### config.mk
export PLATFORM = sky130hd
export DESIGN_NAME = match_control
export DESIGN_NICKNAME = d
export VERILOG_FILES = /design/src/rtl/match_control.sv
export SDC_FILE = /design/constraint.sdc
export NUM_CORES = 1
export LEC_CHECK = 0
export CAP_MARGIN = 15
export CORE_AREA = 2 2 89 91
export DETAILED_ROUTE_END_ITERATION = 8
export DIE_AREA = 0 0 91 93
export DONT_BUFFER_PORTS = 1
export GPL_TIMING_DRIVEN = 0
export HOLD_SLACK_MARGIN = 0.02
export PLACE_DENSITY_LB_ADDON = 0.25
export SLEW_MARGIN = 15
export SYNTH_ARGS = -nofsm -noshare
export SYNTH_HDL_FRONTEND = slang
export SYNTH_SLANG_ARGS = --single-unit
### constraint.sdc
create_clock -name clk65MHz -period 1.8 [get_ports clk65MHz]
set_clock_uncertainty 0.05 [all_clocks]
set_input_delay 0.09 -clock clk65MHz [delete_from_list [all_inputs] [get_ports clk65MHz]]
set_output_delay 0.09 -clock clk65MHz [all_outputs]
set_load 0.05 [all_outputs]
### src/rtl/match_control.sv
// -----------------------------------------------------------------------------
// match_control
//   Match sequencer for a two-paddle ball game. Tracks the menu screen, serve,
//   rally, post-point pause and game-over result screen, keeps both scores and
//   decides who serves next. Every output is a register.
//
// Parameters
//   WIN_POINTS   : score that ends a match (1..15)
//   PAUSE_FRAMES : frames the ball is held after a point (1..255)
//   OVER_FRAMES  : frames the game-over screen is shown (1..1023)
//
// Ports
//   clk65MHz        in   system clock, rising edge
//   rst             in   synchronous reset, active low
//   end_of_frame    in   one-cycle pulse per video frame
//   start_single    in   level: start a single-player match
//   start_multi     in   level: start a two-player match (wins over single)
//   serve           in   level serve button (rising edge is used)
//   point_p1        in   pulse: player 1 won the rally
//   point_p2        in   pulse: player 2 won the rally
//   screen_idle     out  menu screen shown
//   screen_multi    out  1 = two-player mode
//   ball_run        out  ball may move
//   server          out  0 = player 1 serves, 1 = player 2 serves
//   points_player_1 out  player 1 score
//   points_player_2 out  player 2 score
//   game_over       out  result screen shown
//   winner          out  0 = player 1 won, 1 = player 2 won
// -----------------------------------------------------------------------------
module match_control #(
  parameter int WIN_POINTS   = 11,
  parameter int PAUSE_FRAMES = 60,
  parameter int OVER_FRAMES  = 180
) (
  input  logic       clk65MHz,
  input  logic       rst,
  input  logic       end_of_frame,
  input  logic       start_single,
  input  logic       start_multi,
  input  logic       serve,
  input  logic       point_p1,
  input  logic       point_p2,
  output logic       screen_idle,
  output logic       screen_multi,
  output logic       ball_run,
  output logic       server,
  output logic [3:0] points_player_1,
  output logic [3:0] points_player_2,
  output logic       game_over,
  output logic       winner
);

  typedef enum logic [2:0] {
    IDLE,
    SERVE_WAIT,
    RALLY,
    POINT_PAUSE,
    GAME_OVER
  } state_t;

  localparam logic [3:0] WIN_SCORE  = 4'(WIN_POINTS);
  // Counters compare against "last pulse index" so the terminal pulse itself
  // triggers the transition.
  localparam logic [7:0] PAUSE_LAST = 8'(PAUSE_FRAMES - 1);
  localparam logic [9:0] OVER_LAST  = 10'(OVER_FRAMES - 1);

  state_t     state_reg, state_next;
  logic       serve_reg;
  logic [7:0] pause_cnt_reg, pause_cnt_next;
  logic [9:0] over_cnt_reg, over_cnt_next;

  logic       screen_multi_next;
  logic       server_next;
  logic [3:0] points_1_next, points_2_next;
  logic       winner_next;
  logic       serve_edge;
  logic       someone_won;

  always_comb begin
    state_next        = state_reg;
    screen_multi_next = screen_multi;
    server_next       = server;
    points_1_next     = points_player_1;
    points_2_next     = points_player_2;
    winner_next       = winner;
    serve_edge        = serve & ~serve_reg;
    someone_won       = (points_player_1 == WIN_SCORE) || (points_player_2 == WIN_SCORE);

    case (state_reg)
      IDLE: begin
        if (start_multi || start_single) begin
          state_next        = SERVE_WAIT;
          screen_multi_next = start_multi;
          server_next       = 1'b0;
          points_1_next     = 4'd0;
          points_2_next     = 4'd0;
          winner_next       = 1'b0;
        end
      end

      SERVE_WAIT: begin
        if (serve_edge) begin
          state_next = RALLY;
        end
      end

      RALLY: begin
        // Player 1 takes precedence on a simultaneous report; the rally
        // loser serves next. Scores saturate rather than wrap.
        if (point_p1) begin
          state_next    = POINT_PAUSE;
          server_next   = 1'b1;
          points_1_next = (points_player_1 == 4'd15) ? 4'd15 : points_player_1 + 4'd1;
        end else if (point_p2) begin
          state_next    = POINT_PAUSE;
          server_next   = 1'b0;
          points_2_next = (points_player_2 == 4'd15) ? 4'd15 : points_player_2 + 4'd1;
        end
      end

      POINT_PAUSE: begin
        if (end_of_frame && (pause_cnt_reg == PAUSE_LAST)) begin
          if (someone_won) begin
            state_next  = GAME_OVER;
            winner_next = (points_player_1 != WIN_SCORE);
          end else begin
            state_next = SERVE_WAIT;
          end
        end
      end

      GAME_OVER: begin
        if (serve_edge || (end_of_frame && (over_cnt_reg == OVER_LAST))) begin
          state_next = IDLE;
        end
      end

      default: state_next = IDLE;
    endcase

    // Frame counters restart on any state change and advance only on frame
    // pulses while in their own state.
    if (state_next != state_reg) begin
      pause_cnt_next = 8'd0;
      over_cnt_next  = 10'd0;
    end else begin
      pause_cnt_next = pause_cnt_reg;
      over_cnt_next  = over_cnt_reg;
      if (end_of_frame && (state_reg == POINT_PAUSE)) begin
        pause_cnt_next = pause_cnt_reg + 8'd1;
      end
      if (end_of_frame && (state_reg == GAME_OVER)) begin
        over_cnt_next = over_cnt_reg + 10'd1;
      end
    end
  end

  always_ff @(posedge clk65MHz) begin
    if (!rst) begin
      state_reg       <= IDLE;
      serve_reg       <= 1'b0;
      pause_cnt_reg   <= 8'd0;
      over_cnt_reg    <= 10'd0;
      screen_idle     <= 1'b1;
      screen_multi    <= 1'b0;
      ball_run        <= 1'b0;
      server          <= 1'b0;
      points_player_1 <= 4'd0;
      points_player_2 <= 4'd0;
      game_over       <= 1'b0;
      winner          <= 1'b0;
    end else begin
      state_reg       <= state_next;
      serve_reg       <= serve;
      pause_cnt_reg   <= pause_cnt_next;
      over_cnt_reg    <= over_cnt_next;
      screen_idle     <= (state_next == IDLE);
      screen_multi    <= screen_multi_next;
      ball_run        <= (state_next == RALLY);
      server          <= server_next;
      points_player_1 <= points_1_next;
      points_player_2 <= points_2_next;
      game_over       <= (state_next == GAME_OVER);
      winner          <= winner_next;
    end
  end

endmodule

==> flow_summary.toml, run 1 <==
[layout]
syn2layout_area_growth_pct = 17.2
fin_util_pct = 28.3
filler_cell_count = 862
final_common_cell = "dfxtp_1"
diodes = 0
final_cell_area_sq_um = 2130
fin_nets = 224
layout_common_cells = "dfxtp_1, nor2_1, nand2_1, a21oi_1"
largest_reg_flops = 10
stdcell_count = 314
drive_above_1_share_pct = 17.0

[global_routing]
gr-total-overflow = 0
antenna_found_initial = 0
track_usage_pct = 10.1
grt_pass1_vias = 1437
grt_max_degree = 11
grt_pass1_wl_um = 6970

[clocking]
htreeDepth = 2
clk_latency_ns = 0.29
clock-sinks = 36
clk_pin_slew_ns = 0.07
cts_buffer_depth = 2
cts_buffers = 5
cts_tree = "yes"
post_cts_buffers = 0
cts_root_buffer = "clkbuf_8"

[worst_setup_path]
worstPathRequired_ns = 1.90
reg2reg_from = "state_reg[0]"
cp-startpoint = "state_reg[0]"
criticalPathCategory = "reg2reg"
start_kind = "register"
cp.arrival_ns = 1.80
end_kind = "register"
crit_path_max_fanout = 6
worst-r2r-setup-slack_ns = 0.1

[sta]
hold_viol_final = 0
fin_crit_ns = 1.70
maxSlewViolCount = 0
hold-worst-slack_ns = 0.0481
rsz0062_at_grt = "no"
fin_crit_sh_pct = 94.7
setup_violations = 0
fmax_ghz = 0.587
relSlewSlack_pct = 58.0
worstMarginPinSlew_ns = 0.629

[power_and_ir_drop]
clkPwrFrac_pct = 34.3
ir_drop_v = 0.000271
power.internal_mw = 1.15
p_sw_share_pct = 27.2
powerDensity_nw_per_um2 = 741
p_leak_nw = 0.739
combPwrFrac_pct = 11.1
seqPwrFrac_pct = 54.7
p_switching_uw = 428

[routing]
wire_per_inst_um = 13.0
vias = 1464
antenna_left = 0
post-route-drc-count = 0
drt-total-wl_um = 4080
drtIter0Drc = 57
drt-vias-per-instance = 4.66
firstDrtPassIters = 4

[floorplan]
die_area_sq_um = 8460
core.rowCount = 32
ios = 22
die_h_um = 93
coreArea_sq_um = 7530
start_util_pct = 24.1
dieWidth_um = 91

[run_status]
outcome = "finished, final reports clean"

[synthesis]
syn_inst = 200
synthArstFlopShare_pct = 0
synth_seq_area_share_pct = 39.7
yosysWarnings = 0
syn_area_per_cell_sq_um = 9.08
syn_area_sq_um = 1820
syn_nets = 212
synth_edf_count = 0
ys.flop_type = "dfxtp_1"
synth_cell_types = 51
ys_ff_latch = 36

[hold_path]
min_from = "point_p2"
hp-class = "in2reg"

[placed_design]
gp_congestion = 0.738
place_inst = 302
portBuffers = 0
dp_hpwl_um = 2830
post_dp_cell_area_sq_um = 1940

[flow_run]
max_cap_viol_count = 0
## per-stage QoR
stage	setup TNS (ns)	total power, mW	setup slack (ns)
final	0	1.58	0.0955
after global routing	0	1.65	0.000263
after CTS	0	1.60	0.0159
after detailed placement	-0.888	1.03	-0.0749
after global placement	-1.25	1.03	-0.108
after floorplan	0	0.993	0.102
## path summary, 6_finish.rpt
check / cells past startpoint / end
setup / recovery: 4 / points_player_2[3]
hold / removal: 3 / points_player_2[0]
setup reg to reg: 4 / points_player_2[3]
hold reg to reg: 2 / pause_cnt_reg[1]
## logic make-up (layout without fill, tap and decap cells)
| family | after synthesis | in the layout | share of synthesized area [%] |
|---|---|---|---|
| mux | 1 | 1 | 0.551 |
| xor+xnor | 15 | 15 | 7.24 |
| compound gates | 33 | 33 | 12.9 |
| fa+ha+maj | 4 | 4 | 2.76 |
| buf+inv | 12 | 24 | 3.17 |
| flops | 36 | 36 | 39.7 |
| simple gates | 99 | 99 | 33.7 |
## synth_stat cells (2+ instances only)
cell,n,area [sq um]
nand4_1,7,43.8
inv_1,5,18.8
nand2_1,14,52.6
nand3_1,10,50.1
ha_1,4,50.1
xor2_1,10,87.6
buf_2,4,20.0
o21a_1,3,22.5
and2_1,4,25.0
and3_1,3,18.8
a22oi_1,3,22.5
clkbuf_1,2,7.51
or3b_4,2,22.5
xnor2_1,5,43.8
dfxtp_1,36,721
a21oi_1,11,55.1
nor3b_1,2,15.0
and3b_1,4,35.0
and4bb_2,2,25.0
and4_1,3,26.3
and4b_1,2,20.0
a311oi_1,3,26.3
o21ai_0,3,15.0
nor2_1,27,101
nor3_1,5,25.0
## layer usage
layer	share of wire, %	vias to the layer above	GRT usage [%]
met3	4.8	4	2.58
li1	-	750	-
met4	1.8	0	3.91
met2	44	30	16.1
met5	0	-	0
met1	50	680	13.2
## layout make-up
class / count / area (sq um) / area share (%)
buffer: 7 / 38.8 / 1.82
clock buffer: 6 / 72.6 / 3.41
clock inverter: 1 / 5.00 / 0.235
inverter: 5 / 18.8 / 0.882
multi-input combinational: 152 / 1080 / 50.8
sequential: 36 / 734 / 34.5
tap: 102 / 128 / 6.00
timing repair buffer: 5 / 50.0 / 2.35
## critical path, cell delays in order (launching register included)
cell,delay [ns]
dfxtp_1,0.39
or3b_4,0.45
or3b_4,0.42
nor3_2,0.18
a211oi_2,0.08
## repair_timing
| item | 4_1_cts | 5_1_grt |
|---|---|---|
| setup endpoints to repair | 15 | 14 |
| hold buffers | 5 | 0 |
| gates resized for setup | 6 | 11 |
| endpoints found under the hold margin | 10 | 0 |
| gates cloned | 0 | 0 |
## power by group through the flow
stage | clock, mW | sequential [mW] | combinational [mW]
after detailed placement | 0 | 0.879 | 0.150
after global routing | 0.597 | 0.864 | 0.193
after global placement | 0 | 0.879 | 0.152
after floorplan | 0 | 0.874 | 0.119
final | 0.541 | 0.863 | 0.174
after CTS | 0.573 | 0.862 | 0.166
Note: power is estimated with default switching activity, not from simulation.
==> inputs of run 2 (changes only) <==
==> constraint.sdc (replaced) <==
create_clock -name clk65MHz -period 2 [get_ports clk65MHz]
set_clock_uncertainty 0.05 [all_clocks]
set_input_delay 0.1 -clock clk65MHz [delete_from_list [all_inputs] [get_ports clk65MHz]]
set_output_delay 0.1 -clock clk65MHz [all_outputs]
set_load 0.05 [all_outputs]
==> flow_summary.toml, run 2 (synthesized netlist as in run 1, its figures left out) <==
[run_status]
outcome = "finished, final reports clean"

[global_routing]
grt_max_degree = 11
antenna_found_initial = 0
gr-total-overflow = 0
grt_pass1_wl_um = 7000
grt_pass1_vias = 1437
track_usage_pct = 10.2

[worst_setup_path]
cp.arrival_ns = 1.88
path_cells = "ha_1 -> and4_1 -> and4b_1 -> nor4_2 -> o41ai_1"
crit_path_max_incr_delay_ns = 0.39
crit_path_max_fanout = 5
worstRegToRegCells = 5
reg2reg_from = "pause_cnt_reg[0]"
cp_slowest_cell = "o41ai_1"
worstPathRequired_ns = 2.12
start_kind = "register"
endpoint = "screen_idle"
worst_r2r_endpoint = "screen_idle"
worst-r2r-setup-slack_ns = 0.23
criticalPathCategory = "reg2reg"
end_kind = "register"
cp-startpoint = "pause_cnt_reg[0]"

[sta]
setup_ws_ns = 0.234
fin_crit_sh_pct = 88.3
rsz0062_at_grt = "no"
relSlewSlack_pct = 57.0
hold_viol_final = 0
maxSlewViolCount = 0
setup_violations = 0
fin_crit_ns = 1.77
worstMarginPinSlew_ns = 0.644
tns_ns = 0
fmax_ghz = 0.566

[routing]
wire_per_inst_um = 12.8
drt-vias-per-instance = 4.66
drtIter0Drc = 49
firstDrtPassIters = 4
drt-total-wl_um = 4030
post-route-drc-count = 0
antenna_left = 0
vias = 1462

[layout]
final_cell_area_sq_um = 2080
syn2layout_area_growth_pct = 14.6
layout_common_cells = "dfxtp_1, nor2_1, nand2_1, a21oi_1"
diodes = 0
final_common_cell = "dfxtp_1"
stdcell_count = 314
fin_nets = 224
drive_above_1_share_pct = 13.7
largest_reg_flops = 10

[clocking]
clk_pin_slew_ns = 0.07
htreeDepth = 2
cts_tree = "yes"
cts_root_buffer = "clkbuf_8"
clock-sinks = 36
clk_latency_ns = 0.29
cts_buffers = 5
cts_buffer_depth = 2

[floorplan]
die_h_um = 93
start_util_pct = 24.1
dieWidth_um = 91
core.rowCount = 32
coreArea_sq_um = 7530
ios = 22
die_area_sq_um = 8460

[placed_design]
dp_hpwl_um = 2830
place_inst = 302
portBuffers = 0
post_dp_cell_area_sq_um = 1940
gp_congestion = 0.738
place_ws_ns = 0.125

[flow_run]
max_cap_viol_count = 0

[power_and_ir_drop]
powerDensity_nw_per_um2 = 677
p_leak_nw = 0.727
finalPower_mw = 1.41
ir_drop_v = 0.000238

[hold_path]
min_from = "rst"
hp-class = "in2reg"
-- run 2: cell counts in the layout (fill, tap and decap cells not counted) --
No cell type changed its count.
-- run 2: area by class of cell --
cell class | instances | area [sq um]
flip-flops and latches | 36 | 726
multi-input cells | 152 | 1040
fillers | 862 | 5450
well taps | 102 | 128
clock buffers | 6 | 72.6
repair buffers | 5 | 50.0
clock inverters | 1 | 5.00
plain buffers | 7 | 38.8
inverters | 5 | 18.8
-- run 2: worst min-delay path by stage --
stage,slack (ns),end,depth (start not counted)
CTS,0.04,screen_multi,2
floorplan,0.12,screen_idle,1
global placement,0.15,screen_idle,1
finish,0.06,screen_multi,2
detailed placement,0.15,screen_idle,1
global route,0.07,points_player_2[0],3
-- run 2: through the flow --
stage	utilization (%)	hold slack (ns)
after floorplan	-	0.116
after global placement	25.8	0.151
after detailed placement	25.8	0.149
after CTS	27.5	0.0408
after global routing	27.6	0.0662
final	27.6	0.0573
-- run 2: repair_timing --
action,CTS,global route
setup endpoints to repair,0,11
gates resized for setup,0,5
setup buffers,0,0
hold endpoints to repair,10,0
hold buffers,5,0
-- run 2: power by group --
part / internal, mW / switching (mW)
Combinational: 0.0619 / 0.0842
Sequential: 0.731 / 0.0445
Clock: 0.237 / 0.250
Total: 1.03 / 0.379
-- run 2: routing by layer --
metal | wire [um] | vias up | part of all wire (%) | global-route usage [%]
li1 | - | 751 | - | -
met1 | 2000 | 676 | 50 | 13.3
met2 | 1750 | 31 | 43 | 16.1
met3 | 203 | 4 | 5.0 | 2.58
met4 | 73 | 0 | 1.8 | 3.91
met5 | 0 | - | 0 | 0
-- run 2: critical path, delay by kind of cell, from the launching register on --
family | cells | cell delay, ns
compound gates | 1 | 0.39
simple gates | 3 | 0.62
fa+ha+maj | 1 | 0.21
flops | 1 | 0.37
==> inputs of run 3 (changes only) <==
--- a/config.mk
+++ b/config.mk
@@ -10,7 +10,6 @@
 export DETAILED_ROUTE_END_ITERATION = 8
 export DIE_AREA = 0 0 91 93
 export DONT_BUFFER_PORTS = 1
-export GPL_TIMING_DRIVEN = 0
 export HOLD_SLACK_MARGIN = 0.02
 export PLACE_DENSITY_LB_ADDON = 0.25
 export SLEW_MARGIN = 15
==> constraint.sdc (replaced) <==
create_clock -name clk65MHz -period 2.2 [get_ports clk65MHz]
set_clock_uncertainty 0.05 [all_clocks]
set_input_delay 0.11 -clock clk65MHz [delete_from_list [all_inputs] [get_ports clk65MHz]]
set_output_delay 0.11 -clock clk65MHz [all_outputs]
set_load 0.05 [all_outputs]
==> flow_summary.toml, run 3 (synthesized netlist as in run 1, its figures left out) <==
[sta]
worstMarginPinSlew_ns = 0.542
maxSlewViolCount = 0
fmax_ghz = 0.533
fin_crit_ns = 1.88
hold_viol_final = 0
fin_crit_sh_pct = 85.3
rsz0062_at_grt = "no"
relSlewSlack_pct = 63.9
tns_ns = 0
setup_violations = 0
hold-worst-slack_ns = 0.0642

[flow_run]
max_cap_viol_count = 0

[clocking]
htreeDepth = 2
cts_tree = "yes"
clock-sinks = 36
clk_pin_slew_ns = 0.07
post_cts_buffers = 0
clk_latency_ns = 0.29
cts_buffer_depth = 2
cts_resized = 0
cts_root_buffer = "clkbuf_8"
cts_buffers = 5
postCtsHoldBufs = 5

[global_routing]
use_met3_pct = 2.50
grt_pass1_vias = 1402
use_met1_pct = 13.4
grt_pass1_wl_um = 6800
antenna_found_initial = 0
gr-total-overflow = 0
gr-usage-met2_pct = 15.2
top_usage_layer = "met2"
grt_max_degree = 19
track_usage_pct = 9.81

[floorplan]
start_util_pct = 24.1
coreArea_sq_um = 7530
die_h_um = 93
dieWidth_um = 91
ios = 22
die_area_sq_um = 8460
core.rowCount = 32

[worst_setup_path]
critical-path-top-delay-family = "simple AND/OR/NAND/NOR gates"
path_buf_inv = 0
cp.arrival_ns = 2.00
path_cells = "or3b_4 -> or3b_4 -> nor3_2 -> a211oi_2"
start_kind = "register"
crit_path_max_incr_delay_ns = 0.58
worstPathRequired_ns = 2.32
crit_path_max_fanout = 15
path_common_cell = "or3b_4"
end_kind = "register"
criticalPathCategory = "reg2reg"
cp_slowest_cell = "dfxtp_1"

[run_status]
outcome = "finished, final reports clean"

[routing]
drt-total-wl_um = 3960
post-route-drc-count = 0
vias = 1473
firstDrtPassIters = 4
wire_per_inst_um = 12.4
drt-vias-per-instance = 4.62
antenna_left = 0
drtIter0Drc = 58

[layout]
largest_reg_flops = 10
drive_above_1_share_pct = 14.3
fin_nets = 228
syn2layout_area_growth_pct = 18.1
fin_util_pct = 28.5
diodes = 0
layout_common_cells = "dfxtp_1, nor2_1, nand2_1, a21oi_1, buf_4"
final_cell_area_sq_um = 2140
final_common_cell = "dfxtp_1"

[placed_design]
dp_hpwl_um = 2820
portBuffers = 0
gp_congestion = 0.754
post_dp_cell_area_sq_um = 1990

[power_and_ir_drop]
combPwrFrac_pct = 9.8
clkPwrFrac_pct = 40.8
seqPwrFrac_pct = 49.4
p_sw_share_pct = 25.1
p_leak_nw = 0.767
powerDensity_nw_per_um2 = 659
power.internal_mw = 1.06
ir_drop_v = 0.000208
p_switching_uw = 354

[hold_path]
hp-class = "in2reg"
-- run 3: changes by cell type in the layout (fill, tap and decap cells not counted), sizes merged --
cell	change
clkbuf	-2
buf	+6
bufinv	+1
-- run 3: power groups by stage --
stage	Sequential [mW]	Clock, mW	Combinational (mW)
4_1_cts	0.697	0.597	0.139
6_report	0.698	0.577	0.138
5_1_grt	0.700	0.628	0.154
3_5_place_dp	0.713	0	0.130
3_3_place_gp	0.713	0	0.131
2_1_floorplan	0.715	0	0.0975
-- run 3: final timing paths --
path | slack [ns] | endpoint | cells past startpoint | start
hold reg to reg | 0.43 | pause_cnt_reg[1] | 2 | pause_cnt_reg[1]
setup / recovery | 0.32 | points_player_2[3] | 4 | state_reg[1]
setup reg to reg | 0.32 | points_player_2[3] | 4 | state_reg[1]
hold / removal | 0.06 | points_player_1[0] | 2 | rst
-- run 3: routing by layer --
metal  share of wire (%)  up-vias
li1                    -      757
met1                  51      684
met2                  44       26
met3                 4.1        6
met4                 1.6        0
met5                   0        -
-- run 3: final cells by class --
type,instances,area [sq um]
clock inverter,2,35.0
timing repair buffer,16,133
sequential,36,721
multi-input combinational,152,1040
tap,102,128
inverter,5,18.8
clock buffer,6,72.6
fill,845,5380
-- run 3: stage by stage --
stage | instances | worst slack (ns) | power, mW
2_1_floorplan | 200 | 0.502 | 0.812
3_3_place_gp | 306 | 0.359 | 0.843
3_5_place_dp | 306 | 0.343 | 0.843
4_1_cts | 319 | 0.342 | 1.43
5_1_grt | 319 | 0.254 | 1.48
6_report | 319 | 0.324 | 1.41
